## config.mk

```make
export PLATFORM = sky130hd
export DESIGN_NAME = micro_seq
export DESIGN_NICKNAME = d
export VERILOG_FILES = /design/src/rtl/micro_seq.sv
export SDC_FILE = /design/constraint.sdc
export NUM_CORES = 1
export LEC_CHECK = 0
export BUFFER_PORTS_ARGS = -buffer_cell sky130_fd_sc_hd__buf_2
export CORE_ASPECT_RATIO = 1.5
export CORE_MARGIN = 5
export CORE_UTILIZATION = 45
export DETAILED_ROUTE_END_ITERATION = 16
export PLACE_DENSITY = 0.65
export SKIP_LAST_GASP = 1
export SLEW_MARGIN = 20
export SYNTH_ARGS = -nofsm -noshare
export SYNTH_HDL_FRONTEND = slang
export SYNTH_SLANG_ARGS = --single-unit
```

## constraint.sdc

```tcl
create_clock -name MICRO_SEQ_CLOCK_50 -period 7.2 [get_ports MICRO_SEQ_CLOCK_50]
set_input_delay 0.72 -clock MICRO_SEQ_CLOCK_50 [delete_from_list [all_inputs] [get_ports MICRO_SEQ_CLOCK_50]]
set_output_delay 0.72 -clock MICRO_SEQ_CLOCK_50 [all_outputs]
set_load 0.02 [all_outputs]
```

## src/rtl/micro_seq.sv

```systemverilog
// Microprogram sequencer: owns the control-store address register and picks
// increment, jump, decode dispatch or return-stack pop each cycle, with memory-wait stall and halt.
module micro_seq #(
   parameter int DATAWIDTH_CSADDRESS = 11,
   parameter int DATAWIDTH_OPS       = 8,
   parameter int DATAWIDTH_CBL       = 2,
   parameter int STACK_DEPTH         = 4,
   parameter int WAIT_LIMIT          = 255,
   parameter int RESET_ADDRESS       = 0
) (
   input  logic                           MICRO_SEQ_CLOCK_50,
   input  logic                           MICRO_SEQ_ResetInLow_In,
   input  logic [2:0]                     MICRO_SEQ_Cond_InBus,
   input  logic [DATAWIDTH_CSADDRESS-1:0] MICRO_SEQ_JumpAddress_InBus,
   input  logic [DATAWIDTH_OPS-1:0]       MICRO_SEQ_DecodeOp_InBus,
   input  logic [3:0]                     MICRO_SEQ_Flags_InBus,
   input  logic                           MICRO_SEQ_IR13_In,
   input  logic                           MICRO_SEQ_Call_In,
   input  logic                           MICRO_SEQ_Ret_In,
   input  logic                           MICRO_SEQ_Wait_In,
   input  logic                           MICRO_SEQ_MemReady_In,
   output logic [DATAWIDTH_CSADDRESS-1:0] MICRO_SEQ_CSAddress_OutBus,
   output logic [DATAWIDTH_CBL-1:0]       MICRO_SEQ_Tipo_OutBus,
   output logic                           MICRO_SEQ_Stall_Out,
   output logic                           MICRO_SEQ_Halt_Out,
   output logic [1:0]                     MICRO_SEQ_Error_OutBus
);

   localparam int AW   = DATAWIDTH_CSADDRESS;
   localparam int SPW  = $clog2(STACK_DEPTH);
   localparam int SPCW = SPW + 1;
   localparam int CW   = $clog2(WAIT_LIMIT + 1);

   localparam logic [DATAWIDTH_CBL-1:0] TIPO_INC  = DATAWIDTH_CBL'(0);
   localparam logic [DATAWIDTH_CBL-1:0] TIPO_JMP  = DATAWIDTH_CBL'(1);
   localparam logic [DATAWIDTH_CBL-1:0] TIPO_DEC  = DATAWIDTH_CBL'(2);
   localparam logic [DATAWIDTH_CBL-1:0] TIPO_HOLD = DATAWIDTH_CBL'(3);

   typedef enum logic [1:0] {
      ST_RUN,
      ST_WAIT,
      ST_HALT
   } state_t;

   state_t                   state_q, state_d;
   logic [AW-1:0]            addr_q, addr_d;
   logic [DATAWIDTH_CBL-1:0] tipo_q, tipo_d;
   logic [SPCW-1:0]          sp_q, sp_d;
   logic [AW-1:0]            stack_q [STACK_DEPTH];
   logic [AW-1:0]            stack_d [STACK_DEPTH];
   logic [CW-1:0]            wait_cnt_q, wait_cnt_d;
   logic [1:0]               err_q, err_d;

   logic [AW-1:0]   addr_inc;
   logic [AW-1:0]   decode_addr;
   logic [SPCW-1:0] sp_m1;
   logic            cond_true;
   logic            run_eval;

   assign addr_inc    = addr_q + AW'(1);
   assign decode_addr = AW'({1'b1, MICRO_SEQ_DecodeOp_InBus, 2'b00});
   assign sp_m1       = sp_q - SPCW'(1);

   always_comb begin
      cond_true = 1'b0;
      case (MICRO_SEQ_Cond_InBus)
         3'b001:  cond_true = MICRO_SEQ_Flags_InBus[3];
         3'b010:  cond_true = MICRO_SEQ_Flags_InBus[2];
         3'b011:  cond_true = MICRO_SEQ_Flags_InBus[1];
         3'b100:  cond_true = MICRO_SEQ_Flags_InBus[0];
         3'b101:  cond_true = MICRO_SEQ_IR13_In;
         3'b110:  cond_true = 1'b1;
         default: cond_true = 1'b0;
      endcase
   end

   always_comb begin
      state_d    = state_q;
      addr_d     = addr_q;
      tipo_d     = tipo_q;
      sp_d       = sp_q;
      stack_d    = stack_q;
      wait_cnt_d = wait_cnt_q;
      err_d      = err_q;
      run_eval   = 1'b0;

      case (state_q)
         ST_RUN: run_eval = 1'b1;
         ST_WAIT: begin
            if (MICRO_SEQ_MemReady_In) begin
               wait_cnt_d = '0;
               run_eval   = 1'b1;
            end else if (wait_cnt_q == CW'(WAIT_LIMIT - 1)) begin
               state_d    = ST_HALT;
               tipo_d     = TIPO_HOLD;
               err_d[1]   = 1'b1;
               wait_cnt_d = CW'(WAIT_LIMIT);
            end else begin
               wait_cnt_d = wait_cnt_q + CW'(1);
            end
         end
         ST_HALT: tipo_d = TIPO_HOLD;
         default: begin
            state_d = ST_HALT;
            tipo_d  = TIPO_HOLD;
         end
      endcase

      // Shared RUN decision; a WAIT that just saw MemReady resolves here on the same edge.
      if (run_eval) begin
         state_d = ST_RUN;
         if (MICRO_SEQ_Wait_In && !MICRO_SEQ_MemReady_In) begin
            state_d    = ST_WAIT;
            tipo_d     = TIPO_HOLD;
            wait_cnt_d = '0;
         end else if (MICRO_SEQ_Call_In && MICRO_SEQ_Ret_In) begin
            state_d  = ST_HALT;
            tipo_d   = TIPO_HOLD;
            err_d[0] = 1'b1;
         end else if (MICRO_SEQ_Call_In) begin
            if (sp_q == SPCW'(STACK_DEPTH)) begin
               state_d  = ST_HALT;
               tipo_d   = TIPO_HOLD;
               err_d[0] = 1'b1;
            end else begin
               stack_d[sp_q[SPW-1:0]] = addr_inc;
               sp_d   = sp_q + SPCW'(1);
               addr_d = MICRO_SEQ_JumpAddress_InBus;
               tipo_d = TIPO_JMP;
            end
         end else if (MICRO_SEQ_Ret_In) begin
            if (sp_q == '0) begin
               state_d  = ST_HALT;
               tipo_d   = TIPO_HOLD;
               err_d[0] = 1'b1;
            end else begin
               addr_d = stack_q[sp_m1[SPW-1:0]];
               sp_d   = sp_m1;
               tipo_d = TIPO_HOLD;
            end
         end else if (MICRO_SEQ_Cond_InBus == 3'b111) begin
            addr_d = decode_addr;
            tipo_d = TIPO_DEC;
         end else if (cond_true) begin
            addr_d = MICRO_SEQ_JumpAddress_InBus;
            tipo_d = TIPO_JMP;
         end else begin
            addr_d = addr_inc;
            tipo_d = TIPO_INC;
         end
      end
   end

   always_ff @(posedge MICRO_SEQ_CLOCK_50 or negedge MICRO_SEQ_ResetInLow_In) begin
      if (!MICRO_SEQ_ResetInLow_In) begin
         state_q    <= ST_RUN;
         addr_q     <= AW'(RESET_ADDRESS);
         tipo_q     <= TIPO_INC;
         sp_q       <= '0;
         wait_cnt_q <= '0;
         err_q      <= '0;
         for (int i = 0; i < STACK_DEPTH; i++) begin
            stack_q[i] <= '0;
         end
      end else begin
         state_q    <= state_d;
         addr_q     <= addr_d;
         tipo_q     <= tipo_d;
         sp_q       <= sp_d;
         wait_cnt_q <= wait_cnt_d;
         err_q      <= err_d;
         for (int i = 0; i < STACK_DEPTH; i++) begin
            stack_q[i] <= stack_d[i];
         end
      end
   end

   assign MICRO_SEQ_CSAddress_OutBus = addr_q;
   assign MICRO_SEQ_Tipo_OutBus      = tipo_q;
   assign MICRO_SEQ_Stall_Out        = (state_q == ST_WAIT);
   assign MICRO_SEQ_Halt_Out         = (state_q == ST_HALT);
   assign MICRO_SEQ_Error_OutBus     = err_q;

endmodule

```

==> flow_summary_export.csv <==
group,metric,value,unit
status,run_status,"finished clean",
routing,vias_per_cell,5.878,
yosys,synthSimpleGateAreaFrac,15.92,%
floorplan,initial_core_util,45.95,%
timing,tightest_slew,0.9212,ns
place,place_hpwl,7525,um
job,max_cap_violations,0,
clocking,path_clk_slew,0.06,ns
clocking,clkSinkCount,72,
routing,drt_wl_total,10090,um
clocking,cts_buffers,9,
clocking,clock_latency,0.33,ns
global_routing,grt_max_degree,73,
worst_setup_path,required,7.42,ns
yosys,synth-adder-area-share,2.605,%
global_routing,antenna_found_initial,0,
timing,setup-tns-final,0,ns
yosys,synthMuxAreaShare,8.564,%
yosys,syn_area,3842,um2
yosys,synth.distinct_cells,57,
worst_setup_path,crit_type,"register to register",
yosys,async_flop_share,100.0,%
worst_setup_path,cp-end-kind,"register",
yosys,ys_warn_count,0,
worst_setup_path,max_stage_delay,0.81,ns
global_routing,grtUsageTotal,20.26,%
yosys,ys_ff_latch,72,
final_layout,nets,468,
routing,initialDrtViolationCount,260,
clocking,cts_setup_buffers,0,
timing,drv_slew,0,
yosys,syn-num-nets,425,
yosys,postSynthCellCount,384,
routing,dr.pass1.iters,4,
timing,fmaxAchievable,337.1,MHz
place,place_congestion,0.8756,
global_routing,gr-total-overflow,0,
clocking,clk_path_buf_depth,2,
routing,vias,3168,
final_layout,mostFrequentLayoutCells,"72 x dfrtp_1, 57 x nand2_1, 49 x buf_2, 48 x o21ai_0, 18 x nand3_1",
yosys,synth_top_family_by_area,"compound AO/OA/AOI/OAI gates",
timing,relSlewSlack,38.59,%
global_routing,grt_pass1_vias,3047,
floorplan,std_cell_rows,41,
timing,finalSetupViolCount,0,
floorplan,core_area,8362,um2
worst_setup_path,worstPathCellList,"inv_1 -> ha_1 -> mux4_2 -> a221oi_1 -> nor2_1 -> a221o_1",
power,pwr_density_cell,223.1,nW/um2
global_routing,grt_pass1_wl,16260,um
place,port_buffers,49,
timing,period_minus_slack,2.966,ns
worst_setup_path,cp-start-kind,"register",
yosys,synthFlopType,"dfrtp_1",
clocking,ctsHtreeMaxLevel,3,
yosys,synth-seq-area-share,46.89,%
final_layout,mostFrequentLayoutCell,"dfrtp_1",
clocking,cts_resized,0,
worst_hold_path,hold_class,"register to register",
timing,hold_viol_final,0,
floorplan,die_w,85.45,um
final_layout,finish.utilization,53.16,%
final_layout,antenna_cells,0,
final_layout,final.fill_count,756,
yosys,synth-compound-area-share,19.70,%
floorplan,die_area,10520,um2
worst_setup_path,slowest_stage,"dfrtp_1",
final_layout,area_growth,15.70,%
routing,drc_errors,0,
power,peakVddDrop,128.8,uV
worst_setup_path,crit_arrival,3.18,ns
clocking,cts_tree,"built",
routing,wl_per_cell,18.71,um
worst_setup_path,cp_max_fo,14,
final_layout,drive_gt1_share,20.60,%
yosys,syn_avg_cell_area,10.01,um2
timing,rsz0062_at_grt,"no",
floorplan,die_h,123.2,um
floorplan,num_io_pins,50,
timing,fin_crit_sh,41.20,%
yosys,synth_edf_count,0,
clocking,cts_root_buffer,"clkbuf_16",
yosys,synthXorXnorAreaFrac,2.963,%
power,power.leakage,1.959,nW
clocking,cts_hold_buf,0,
routing,ant_nets,0,
timing,skew,0.005473,ns
power breakdown:
| group | switching [mW] | leakage (nW) | internal (mW) | total [mW] |
|---|---|---|---|---|
| Sequential | 0.0166 | 0.939 | 0.414 | 0.430 |
| Combinational | 0.0700 | 0.871 | 0.0382 | 0.108 |
| Clock | 0.165 | 0.149 | 0.288 | 0.453 |
| Total | 0.252 | 1.96 | 0.740 | 0.992 |
worst max-delay path: cells and delay by family, from the launching register on:
kind | cells | cell delay, ns
flops | 1 | 0.81
simple gates | 1 | 0.09
fa+ha+maj | 1 | 0.67
buf+inv | 1 | 0.24
compound gates | 2 | 0.65
mux | 1 | 0.38
sequential cells by signal, indices dropped and copies added (netlist names):
register                    cells
state_q                         2
MICRO_SEQ_Error_OutBus          2
stack_q                        44
MICRO_SEQ_Tipo_OutBus           2
wait_cnt_q                      8
MICRO_SEQ_CSAddress_OutBus     11
sp_q                            3
synthesized netlist by cell type (all sizes together) (8+ instances only):
| library cell | n | area, um2 |
|---|---|---|
| inv | 9 | 33.78 |
| nand3 | 18 | 90.09 |
| ha | 8 | 100.1 |
| dfrtp | 72 | 1802 |
| a31oi | 10 | 62.56 |
| clkbuf | 12 | 45.04 |
| nor3 | 8 | 45.04 |
| o21ai | 54 | 274.0 |
| mux4 | 11 | 247.7 |
| nand2 | 58 | 220.2 |
| nor2 | 15 | 56.30 |
| a21oi | 14 | 70.07 |
logic make-up after synthesis:
kind of cell	after synthesis
AND/OR/NAND/NOR	128
multiplexers	18
buffers and inverters	28
XOR/XNOR	13
flip-flops	72
adder cells (fa/ha/maj)	8
AO/OA/AOI/OAI	117
layer usage:
layer | wire length, um | part of all wire, % | GRT usage, % | vias up
met3 | 503 | 5.0 | 3.267 | 26
met4 | 466 | 4.6 | 12.48 | 0
met5 | 0 | 0 | 0 | -
li1 | - | - | - | 1506
met2 | 4979 | 49 | 33.12 | 117
met1 | 4138 | 41 | 24.99 | 1519
final timing paths:
path | start | to | slack, ns | cells after the start
max in group asynchronous | MICRO_SEQ_ResetInLow_In | MICRO_SEQ_Tipo_OutBus[0] | 5.99 | 2
setup reg to reg | sp_q[0] | MICRO_SEQ_CSAddress_OutBus[5] | 4.23 | 6
setup / recovery | sp_q[0] | MICRO_SEQ_CSAddress_OutBus[5] | 4.23 | 6
min in group asynchronous | MICRO_SEQ_ResetInLow_In | stack_q[14] | 0.60 | 2
hold / removal | stack_q[33] | stack_q[33] | 0.48 | 2
hold reg to reg | stack_q[33] | stack_q[33] | 0.48 | 2
per-stage QoR:
| stage | std cells | setup WS, ns | hold slack, ns | instance area, um2 | power [mW] |
|---|---|---|---|---|---|
| floorplan | 384 | 4.737 | 0.4244 | 3842 | 0.4979 |
| global placement | 523 | 4.285 | 0.4571 | 4138 | 0.5440 |
| detailed placement | 523 | 4.224 | 0.4714 | 4138 | 0.5459 |
| CTS | 539 | 4.222 | 0.4843 | 4446 | 1.001 |
| global route | 539 | 3.947 | 0.5028 | 4446 | 1.028 |
| finish | 539 | 4.234 | 0.4842 | 4446 | 0.9916 |
area by class of cell:
| class | count | area [um2] | share of cell area, % |
|---|---|---|---|
| inverters | 10 | 37.54 | 0.8444 |
| flip-flops and latches | 72 | 1802 | 40.53 |
| clock buffers | 12 | 256.5 | 5.770 |
| well taps | 107 | 133.9 | 3.012 |
| multi-input cells | 284 | 1912 | 43.01 |
| clock inverters | 4 | 51.30 | 1.154 |
| repair buffers | 50 | 252.7 | 5.685 |
Power figures use the tool's default switching activity.
